[src/rtl/fht_frame_loader.sv]
// Fills one frame of signed ADC samples into BANKS RAM banks (bank index bit-reversed)
// and hands the frame to an FHT core through a start pulse and a ready handshake.
module fht_frame_loader #(
  parameter int D_BIT = 16,
  parameter int A_BIT = 8,
  parameter int BANKS = 4,
  parameter int GAP   = 2
) (
  input  logic               iCLK,
  input  logic               iRESET,
  input  logic               iMODE,
  input  logic               iARM,
  input  logic               iVALID,
  input  logic [D_BIT-2:0]   iDATA,
  input  logic               iFHT_RDY,
  input  logic               iCLR_OVF,
  output logic               oREADY,
  output logic [D_BIT-1:0]   oDATA,
  output logic [A_BIT-1:0]   oADDR_WR,
  output logic [BANKS-1:0]   oWE,
  output logic               oSTART,
  output logic               oBUSY,
  output logic               oOVF,
  output logic [7:0]         oFRAME_CNT
);

  localparam int B_BIT = $clog2(BANKS);
  localparam int N_BIT = A_BIT + B_BIT;
  localparam logic [N_BIT-1:0] N_LAST   = {N_BIT{1'b1}};
  localparam logic [3:0]       GAP_LAST = (GAP > 0) ? 4'(GAP - 1) : 4'd0;

  typedef enum logic [2:0] {
    S_IDLE    = 3'd0,
    S_FILL    = 3'd1,
    S_SETTLE  = 3'd2,
    S_START   = 3'd3,
    S_WAIT_LO = 3'd4,
    S_WAIT_HI = 3'd5
  } state_t;

  state_t             state_q, state_d;
  logic [N_BIT-1:0]   n_q, n_d;
  logic [3:0]         gap_q, gap_d;
  logic [D_BIT-1:0]   data_q, data_d;
  logic [A_BIT-1:0]   addr_q, addr_d;
  logic [BANKS-1:0]   we_q, we_d;
  logic               start_q, start_d;
  logic               ovf_q, ovf_d;
  logic               ovf_set;
  logic [7:0]         cnt_q, cnt_d;

  function automatic logic [B_BIT-1:0] bit_rev(input logic [B_BIT-1:0] v);
    logic [B_BIT-1:0] r;
    for (int i = 0; i < B_BIT; i++) begin
      r[i] = v[B_BIT-1-i];
    end
    return r;
  endfunction

  function automatic logic [BANKS-1:0] bank_sel(input logic [B_BIT-1:0] b);
    logic [BANKS-1:0] one;
    one = {{(BANKS-1){1'b0}}, 1'b1};
    return one << b;
  endfunction

  assign oREADY     = (state_q == S_FILL);
  assign oBUSY      = (state_q != S_IDLE);
  assign oDATA      = data_q;
  assign oADDR_WR   = addr_q;
  assign oWE        = we_q;
  assign oSTART     = start_q;
  assign oOVF       = ovf_q;
  assign oFRAME_CNT = cnt_q;

  always_comb begin
    state_d = state_q;
    n_d     = n_q;
    gap_d   = gap_q;
    data_d  = data_q;
    addr_d  = addr_q;
    we_d    = '0;
    cnt_d   = cnt_q;
    start_d = (state_q == S_START);
    // Samples lost while continuous streaming cannot be accepted; set beats clear.
    ovf_set = iVALID && !oREADY && iMODE && (state_q != S_IDLE);
    if (ovf_set) begin
      ovf_d = 1'b1;
    end else if (iCLR_OVF) begin
      ovf_d = 1'b0;
    end else begin
      ovf_d = ovf_q;
    end

    case (state_q)
      S_IDLE: begin
        if (iARM || iMODE) begin
          state_d = S_FILL;
          n_d     = '0;
        end else begin
          state_d = S_IDLE;
        end
      end
      S_FILL: begin
        if (iVALID) begin
          data_d = {iDATA[D_BIT-2], iDATA};
          addr_d = n_q[A_BIT-1:0];
          we_d   = bank_sel(bit_rev(n_q[N_BIT-1:A_BIT]));
          n_d    = n_q + N_BIT'(1);
          if (n_q == N_LAST) begin
            state_d = (GAP == 0) ? S_START : S_SETTLE;
            gap_d   = 4'd0;
          end else begin
            state_d = S_FILL;
          end
        end else begin
          state_d = S_FILL;
        end
      end
      S_SETTLE: begin
        if (gap_q == GAP_LAST) begin
          state_d = S_START;
        end else begin
          gap_d = gap_q + 4'd1;
        end
      end
      S_START: begin
        state_d = S_WAIT_LO;
      end
      // RDY must be seen low first so a level left over from the last frame is ignored.
      S_WAIT_LO: begin
        if (!iFHT_RDY) begin
          state_d = S_WAIT_HI;
        end else begin
          state_d = S_WAIT_LO;
        end
      end
      S_WAIT_HI: begin
        if (iFHT_RDY) begin
          cnt_d   = cnt_q + 8'd1;
          n_d     = '0;
          state_d = iMODE ? S_FILL : S_IDLE;
        end else begin
          state_d = S_WAIT_HI;
        end
      end
      default: begin
        state_d = S_IDLE;
      end
    endcase
  end

  always_ff @(posedge iCLK) begin
    if (iRESET) begin
      state_q <= S_IDLE;
      n_q     <= '0;
      gap_q   <= 4'd0;
      data_q  <= '0;
      addr_q  <= '0;
      we_q    <= '0;
      start_q <= 1'b0;
      ovf_q   <= 1'b0;
      cnt_q   <= 8'd0;
    end else begin
      state_q <= state_d;
      n_q     <= n_d;
      gap_q   <= gap_d;
      data_q  <= data_d;
      addr_q  <= addr_d;
      we_q    <= we_d;
      start_q <= start_d;
      ovf_q   <= ovf_d;
      cnt_q   <= cnt_d;
    end
  end

endmodule

[config.mk]
export PLATFORM = sky130hd
export DESIGN_NAME = fht_frame_loader
export DESIGN_NICKNAME = d
export VERILOG_FILES = /design/src/rtl/fht_frame_loader.sv
export SDC_FILE = /design/constraint.sdc
export NUM_CORES = 1
export LEC_CHECK = 0
export CAP_MARGIN = 20
export CORE_MARGIN = 5
export CORE_UTILIZATION = 48
export DETAILED_ROUTE_END_ITERATION = 8
export PLACE_DENSITY = 0.91
export REMOVE_ABC_BUFFERS = 1
export SLEW_MARGIN = 5
export SYNTH_ARGS = -nofsm -noshare
export SYNTH_HDL_FRONTEND = slang
export SYNTH_SLANG_ARGS = --single-unit
export TNS_END_PERCENT = 10
[constraint.sdc]
create_clock -name iCLK -period 1.8 [get_ports iCLK]
set_input_delay 0.36 -clock iCLK [delete_from_list [all_inputs] [get_ports iCLK]]
set_output_delay 0.36 -clock iCLK [all_outputs]
set_load 0.01 [all_outputs]
==> parameters.txt, run 1 <==
Parameter                              Value

Die
  Boundary Pins    62
  Floorplan Core Area    about 0.0048 mm²
  Die H    between 80 and 90 µm
  Horizontal die dimension    between 80 and 90 µm
  Initial Utilization    0.497
  # rows    25
  Die area    about 0.0064 mm²

Synth
  Mapped Cells    between 200 and 300
  Share of flip-flops with an asynchronous set or reset    0
  Leading cell types by count after synthesis    55 x nand2_1, 54 x dfxtp_1, 29 x a21oi_1
  Summed instance area of the synthesized netlist    ~0.0024 mm²
  FF+latch count, synth    54
  Number of distinct library cells after synthesis    49
  Primary FF master, synth    dfxtp_1
  Share of Yosys cell area claimed by the top area cell type    0.458
  Count leader, synth    nand2_1
  Library cell with the largest summed area after synthesis    dfxtp_1
  Number of enable-type register cells in the synthesized netlist    0
  Yosys warnings    0
  Per-instance average area after synthesis    about 8.6 µm²
  Sequential share of the synthesized area    0.458
  Cell types with the largest area share after synthesis    dfxtp_1 46%, nand2_1 8.7%, a21oi_1 6.1%

Final layout
  Share of final-layout standard cells stronger than drive strength 1    0.0985
  Synth-to-Final Area Change    32.6%
  Antenna diode count    0
  Net total in the final layout    360
  Non-Filler Cell Area, Final    roughly 0.0031 mm²

STA
  Time the worst path needs with I/O delays and setup    between 1.5 and 2 ns
  Setup TNS    0 ns
  Unrepaired setup endpoints after global routing    false
  Final Setup Violations    0
  Part of the cycle the worst path needs    0.966
  Slew at the pin with the worst max-slew slack    0.483 ns
  Fin. max-slew vios    0
  Highest clock frequency the design can meet    ~570 MHz
  Worst slew margin relative to its limit    0.678
  Number of hold-slack violations in the final timing report    0
  Setup Skew    0.00466 ns
  Hold WS    approximately 0.46 ns

Min path
  Hold path endpoint    oDATA[7]$_SDFFE_PP0N_
  Hold Crit Depth    2
  Path category of the worst min-delay check    reg2reg
  Startpoint of the tightest hold check path    oDATA[7]$_SDFFE_PP0N_

Routing
  Final antenna-violating net count    0
  Per-cell via count in the routed design    5.31
  Number of iterations in the first detailed-routing pass    4
  Vias    roughly 2100
  Post-route DRC violation count    0
  Total routed wirelength    5.69 mm
  Violation count after the first detailed-route iteration    160
  Average wire per standard cell    approximately 14 µm

Status
  Run status    completed

Placed design
  Input/output buffers    61
  Post-placement cell area    about 0.0030 mm²
  Detailed placement HPWL    ~3.8 mm
  Global placement routability congestion    0.882

Clock tree
  Clock Pin Slew Worst Setup and Hold Paths    ~0.09 ns
  Clock latency reported for the late side of the worst-skew pair    about 0.31 ns
  Clock sinks    54
  CTS tree    yes
  H-tree levels    2
  Cell at the root of the clock tree    clkbuf_8
  Buffer depth of the longest clock path    2
  Number of buffers added for setup after CTS    0
  Number of buffers created by CTS    5

Setup path
  Kind of start point of the critical path    flip-flop
  Terminus of the critical flop-to-flop path    n_q[5]$_SDFFE_PP0P_
  Maximum fanout along the worst path    3
  Cell-by-cell trace of the critical path    or3b_4 > inv_2 > dlygate4sd2_1
  Required arrival time at the worst endpoint    between 1 and 1.5 ns
  Worst setup path category    reg2out
  Reg2reg start    state_q[1]$_SDFFE_PP0P_
  Setup crit end kind    output pin
  Number of cells on the worst reg-to-reg path    5
  Buf+Inv Stages, Crit Path    2
  Family with the most delay on the worst path    simple AND/OR/NAND/NOR gates
  Crit path DAT    between 1 and 1.5 ns
  Maximum cell stage delay along the critical path    between 0.4 and 0.5 ns
  Slowest cell on crit path    or3b_4
  Setup slack, reg-to-reg    ~0.1 ns

GRT
  Vias in the first global route    1935
  Largest net degree at the start of global routing    49
  Total track usage    0.179
  Number of antenna violations at the first check in global routing    0
  Aggregate global routing overflow    0
  Global-route wire length before repair    between 9 and 10 mm

Flow run
  Number of max-cap violations    0

Power and ir drop
  Max IR drop VDD    roughly 0.35 mV
  Static leakage    about 1.1 nW
  Total Power    between 2 and 2.5 mW
  Power per cell area    roughly 720 mW/mm²
-- cell usage in the layout, fill, tap and decap left out, types with 2 or more instances in the layout --
cell,n
nand3b_1,2
clkbuf_8,5
ha_1,4
inv_1,3
nor3_1,6
xor2_1,7
nor2_1,21
nor3b_1,4
and2_1,2
o21ai_0,6
o21ai_1,8
xnor2_1,3
a31oi_1,2
buf_4,10
a21oi_1,29
clkdlybuf4s50_1,58
nand4_1,6
nand2b_1,2
dfxtp_1,54
o31ai_1,3
or3b_4,2
or3_1,2
and4_1,2
and3_1,3
clkbuf_1,2
nand2_1,55
nand3_1,5
a21oi_2,4
-- worst max-delay path by stage --
stage,to,depth (start not counted),slack [ns],from
2_1_floorplan,gap_q[1]$_SDFFE_PP0P_,4,-0.25,state_q[2]$_SDFFE_PP0P_
4_1_cts,oBUSY,3,0.04,state_q[0]$_SDFFE_PP0P_
5_1_grt,oREADY,3,0.02,state_q[0]$_SDFFE_PP0P_
6_report,oREADY,3,0.06,state_q[1]$_SDFFE_PP0P_
3_5_place_dp,n_q[6]$_SDFFE_PP0P_,5,-0.1,iFHT_RDY
3_3_place_gp,gap_q[1]$_SDFFE_PP0P_,5,-0.06,iVALID
-- sequential cells by signal, summed over array words and instances, names as in the netlist --
register / cells
oDATA: 15
state_q: 3
oADDR_WR: 8
oWE: 4
oSTART: 1
gap_q: 4
n_q: 10
oFRAME_CNT: 8
oOVF: 1
-- cells by family after synthesis --
family / count (synthesis) / synth area share
buf+inv: 24 / 0.0551
simple gates: 121 / 0.261
xor+xnor: 10 / 0.0371
flops: 54 / 0.458
mux: 1 / 0.00424
compound gates: 61 / 0.164
fa+ha+maj: 4 / 0.0212
-- report_power, final --
part	total, mW	internal, mW	switching, mW
registers	1.23	1.22	0.0112
logic	0.240	0.123	0.116
clock network	0.800	0.417	0.383
-- layout make-up --
cell class | count | area, µm²
clock buffers | 7 | 76.3
multi-input cells | 197 | 1150
flip-flops and latches | 54 | 1080
repair buffers | 72 | 694
clock inverters | 1 | 30.0
fillers | 398 | 1620
inverters | 4 | 15.0
well taps | 67 | 83.8
-- worst reg2reg max path, cell delays in order, from the launching register on --
cell	delay, ns
dfxtp_1	0.34
buf_4	0.18
and4b_1	0.37
a311oi_4	0.48
o21ai_1	0.15
o21ai_1	0.11
-- stage by stage --
step | util | cells | setup slack [ns]
after global placement | 0.638 | 394 | -0.0618
after global routing | 0.659 | 402 | 0.0217
after detailed placement | 0.638 | 394 | -0.0970
after floorplan | - | 255 | -0.252
after CTS | 0.660 | 402 | 0.0381
final | 0.659 | 402 | 0.0608
-- routing by layer --
layer  up-vias  part of all wire  GRT usage
met4         0             0.023     0.0709
met1       972              0.40      0.220
li1       1064                 -          -
met2        82              0.51      0.314
met3        17             0.071     0.0258
met5         -                 0          0
-- repair_timing --
item | in CTS | in global routing
setup endpoints to repair | 2 | 1
resized for setup | 3 | 1
hold buffers | 0 | 0
Note: power is estimated with default switching activity, not from simulation.
==> run 2: changes to the inputs <==
Settings changed: ABC_AREA set to 1, CORE_UTILIZATION 48 to 44, PLACE_DENSITY 0.91 to 0.88.
Clock period 1.8 ns to 1.5 ns, I/O delays scaled along.
==> parameters.txt, run 2 <==
Parameter                              Value

Final layout
  Non-Filler Cell Area, Final    0.00344 mm²
  Net total in the final layout    about 470
  Synth-to-Final Area Change    39.4%
  Max FFs per register    15
  Most frequent standard cell in the layout excluding fill and tap cells    nor2_1
  Share of final-layout standard cells stronger than drive strength 1    0.149
  Most frequent cells in the layout    77 x nor2_1, 58 x nand2_1, 46 x dfxtp_1
  Antenna diode count    0

Die
  Horizontal die dimension    between 80 and 90 µm
  Boundary Pins    62
  Floorplan Core Area    0.00547 mm²
  Die H    roughly 85 µm
  Initial Utilization    0.450
  Die area    about 0.0072 mm²
  # rows    27

Setup path
  Worst setup path category    reg2out
  Crit path DAT    about 1.2 ns
  Worst setup path end    oREADY
  Number of cells on the worst reg-to-reg path    7
  Required arrival time at the worst endpoint    1.20 ns
  Kind of start point of the critical path    flip-flop
  Setup crit end kind    output pin
  Maximum fanout along the worst path    4
  Origin of the worst setup path    state_q[1]$_SDFFE_PP0P_
  Setup slack, reg-to-reg    around 0.1 ns
  Terminus of the critical flop-to-flop path    oWE[2]$_SDFF_PP0_
  Reg2reg start    state_q[1]$_SDFFE_PP0P_

GRT
  Largest net degree at the start of global routing    20
  Total track usage    0.174
  Number of antenna violations at the first check in global routing    0
  Aggregate global routing overflow    0
  Global-route wire length before repair    10.5 mm
  Vias in the first global route    roughly 2500

Routing
  Final antenna-violating net count    0
  Average wire per standard cell    ~12 µm
  Violation count after the first detailed-route iteration    approximately 130
  Number of iterations in the first detailed-routing pass    4
  Vias    2582
  Per-cell via count in the routed design    5.01
  Total routed wirelength    between 6 and 7 mm
  Post-route DRC violation count    0

Synth
  Library cell with the largest summed area after synthesis    dfxtp_1
  Summed instance area of the synthesized netlist    0.00246 mm²
  Leading cell types by count after synthesis    79 x nor2_1, 59 x nand2_1, 54 x dfxtp_1
  Count leader, synth    nor2_1
  Primary FF master, synth    dfxtp_1
  Share of flip-flops with an asynchronous set or reset    0
  Per-instance average area after synthesis    roughly 7 µm²
  Cell types with the largest area share after synthesis    dfxtp_1 44%, nor2_1 12%, nand2_1 9.0%
  Share of Yosys cell area claimed by the top area cell type    0.439
  FF+latch count, synth    54
  Number of distinct library cells after synthesis    26
  Number of enable-type register cells in the synthesized netlist    0
  Mapped Cells    approximately 360
  Sequential share of the synthesized area    0.439
  Yosys warnings    0

Placed design
  Global placement routability congestion    roughly 0.87
  Input/output buffers    61
  Detailed placement HPWL    4.70 mm
  Post-placement cell area    between 0.003 and 0.004 mm²

STA
  Hold WS    0.468 ns
  Final Setup Violations    0
  Time the worst path needs with I/O delays and setup    approximately 1.5 ns
  Setup Skew    slightly above 0.005 ns
  Unrepaired setup endpoints after global routing    true
  Part of the cycle the worst path needs    0.983
  Fin. max-slew vios    0
  Highest clock frequency the design can meet    around 680 MHz
  Slew at the pin with the worst max-slew slack    roughly 0.25 ns
  Number of hold-slack violations in the final timing report    0
  Worst slew margin relative to its limit    0.833

Power and ir drop
  Power per cell area    between 800 and 900 mW/mm²
  Max IR drop VDD    0.589 mV
  Static leakage    roughly 1.6 nW

Flow run
  Number of max-cap violations    0

Clock tree
  CTS tree    yes
  Number of buffers added for setup after CTS    0
  Cts-stage hold buffer count    0
  Buffer depth of the longest clock path    2
  Clock Pin Slew Worst Setup and Hold Paths    roughly 0.1 ns
  Clock sinks    54
  Cell at the root of the clock tree    clkbuf_8
  H-tree levels    2
  Clock latency reported for the late side of the worst-skew pair    ~0.31 ns
  Number of buffers created by CTS    5

Status
  Run status    completed

Min path
  Path category of the worst min-delay check    reg2reg
-- run 2: where the power goes --
group	internal (mW)	switching (mW)	total, mW
registers	1.49	0.0295	1.52
clock network	0.350	0.517	0.867
logic	0.205	0.216	0.421
total	2.04	0.763	2.81
-- run 2: logic make-up (layout without fill, tap and decap cells) --
kind of cell	count (synthesis)	in the layout	share of synthesized area
XOR/XNOR	3	3	0.0107
adder cells (fa/ha/maj)	4	4	0.0203
AND/OR/NAND/NOR	185	185	0.322
AO/OA/AOI/OAI	59	59	0.122
flip-flops	54	54	0.439
buffers and inverters	51	138	0.0863
-- run 2: metal layers --
metal / GRT usage / wire length [µm] / vias up
met1: 0.198 / 2510 / 1182
li1: - / - / 1314
met2: 0.322 / 3190 / 74
met4: 0.0532 / 105 / 0
met3: 0.0379 / 348 / 12
met5: 0 / 0 / -
-- run 2: through the flow --
stage	power (mW)	utilization	cells	setup WS (ns)	TNS (ns)
6_report	2.81	0.628	515	0.0249	0
5_1_grt	2.94	0.628	515	-0.0617	-0.247
4_1_cts	2.84	0.624	515	0.000813	0
3_5_place_dp	2.00	0.610	507	-0.250	-5.23
3_3_place_gp	1.99	0.610	507	-0.211	-3.38
2_1_floorplan	1.72	-	344	-0.312	-2.30
-- run 2: worst min path at each step --
stage	from	end	slack, ns	cells after the start
3_5_place_dp	n_q[8]$_SDFFE_PP0P_	oWE[3]$_SDFF_PP0_	0.46	2
3_3_place_gp	oOVF$_SDFFE_PP0P_	oOVF$_SDFFE_PP0P_	0.45	2
6_report	n_q[8]$_SDFFE_PP0P_	oWE[3]$_SDFF_PP0_	0.47	2
4_1_cts	n_q[8]$_SDFFE_PP0P_	oWE[3]$_SDFF_PP0_	0.47	2
5_1_grt	oFRAME_CNT[3]$_SDFFE_PP0P_	oFRAME_CNT[3]$_SDFFE_PP0P_	0.50	1
2_1_floorplan	iRESET	gap_q[1]$_SDFFE_PP0P_	0.37	1
-- run 2: cell type report --
cell class / instances / area (µm²)
clock buffer: 5 / 68.8
sequential: 54 / 1090
fill: 497 / 2040
clock inverter: 3 / 28.8
inverter: 39 / 146
timing repair buffer: 91 / 816
multi-input combinational: 251 / 1190
tap: 72 / 90.1
-- run 2: repair_timing --
action,in CTS,in global routing
endpoints found under the setup margin,38,20
pin swaps,0,1
resized for setup,45,13
-- run 2: critical path: stages (launching register included) --
cell and delay [ns]:
dfxtp_2 0.36, inv_2 0.08, nand3_2 0.09, inv_1 0.10
clkdlybuf4s15_2 0.23
==> run 3: changes to the inputs <==
Settings changed: CAP_MARGIN 20 to not set.
==> results of run 3 <==
Final layout, timing and power as in run 2 (identical DEF).
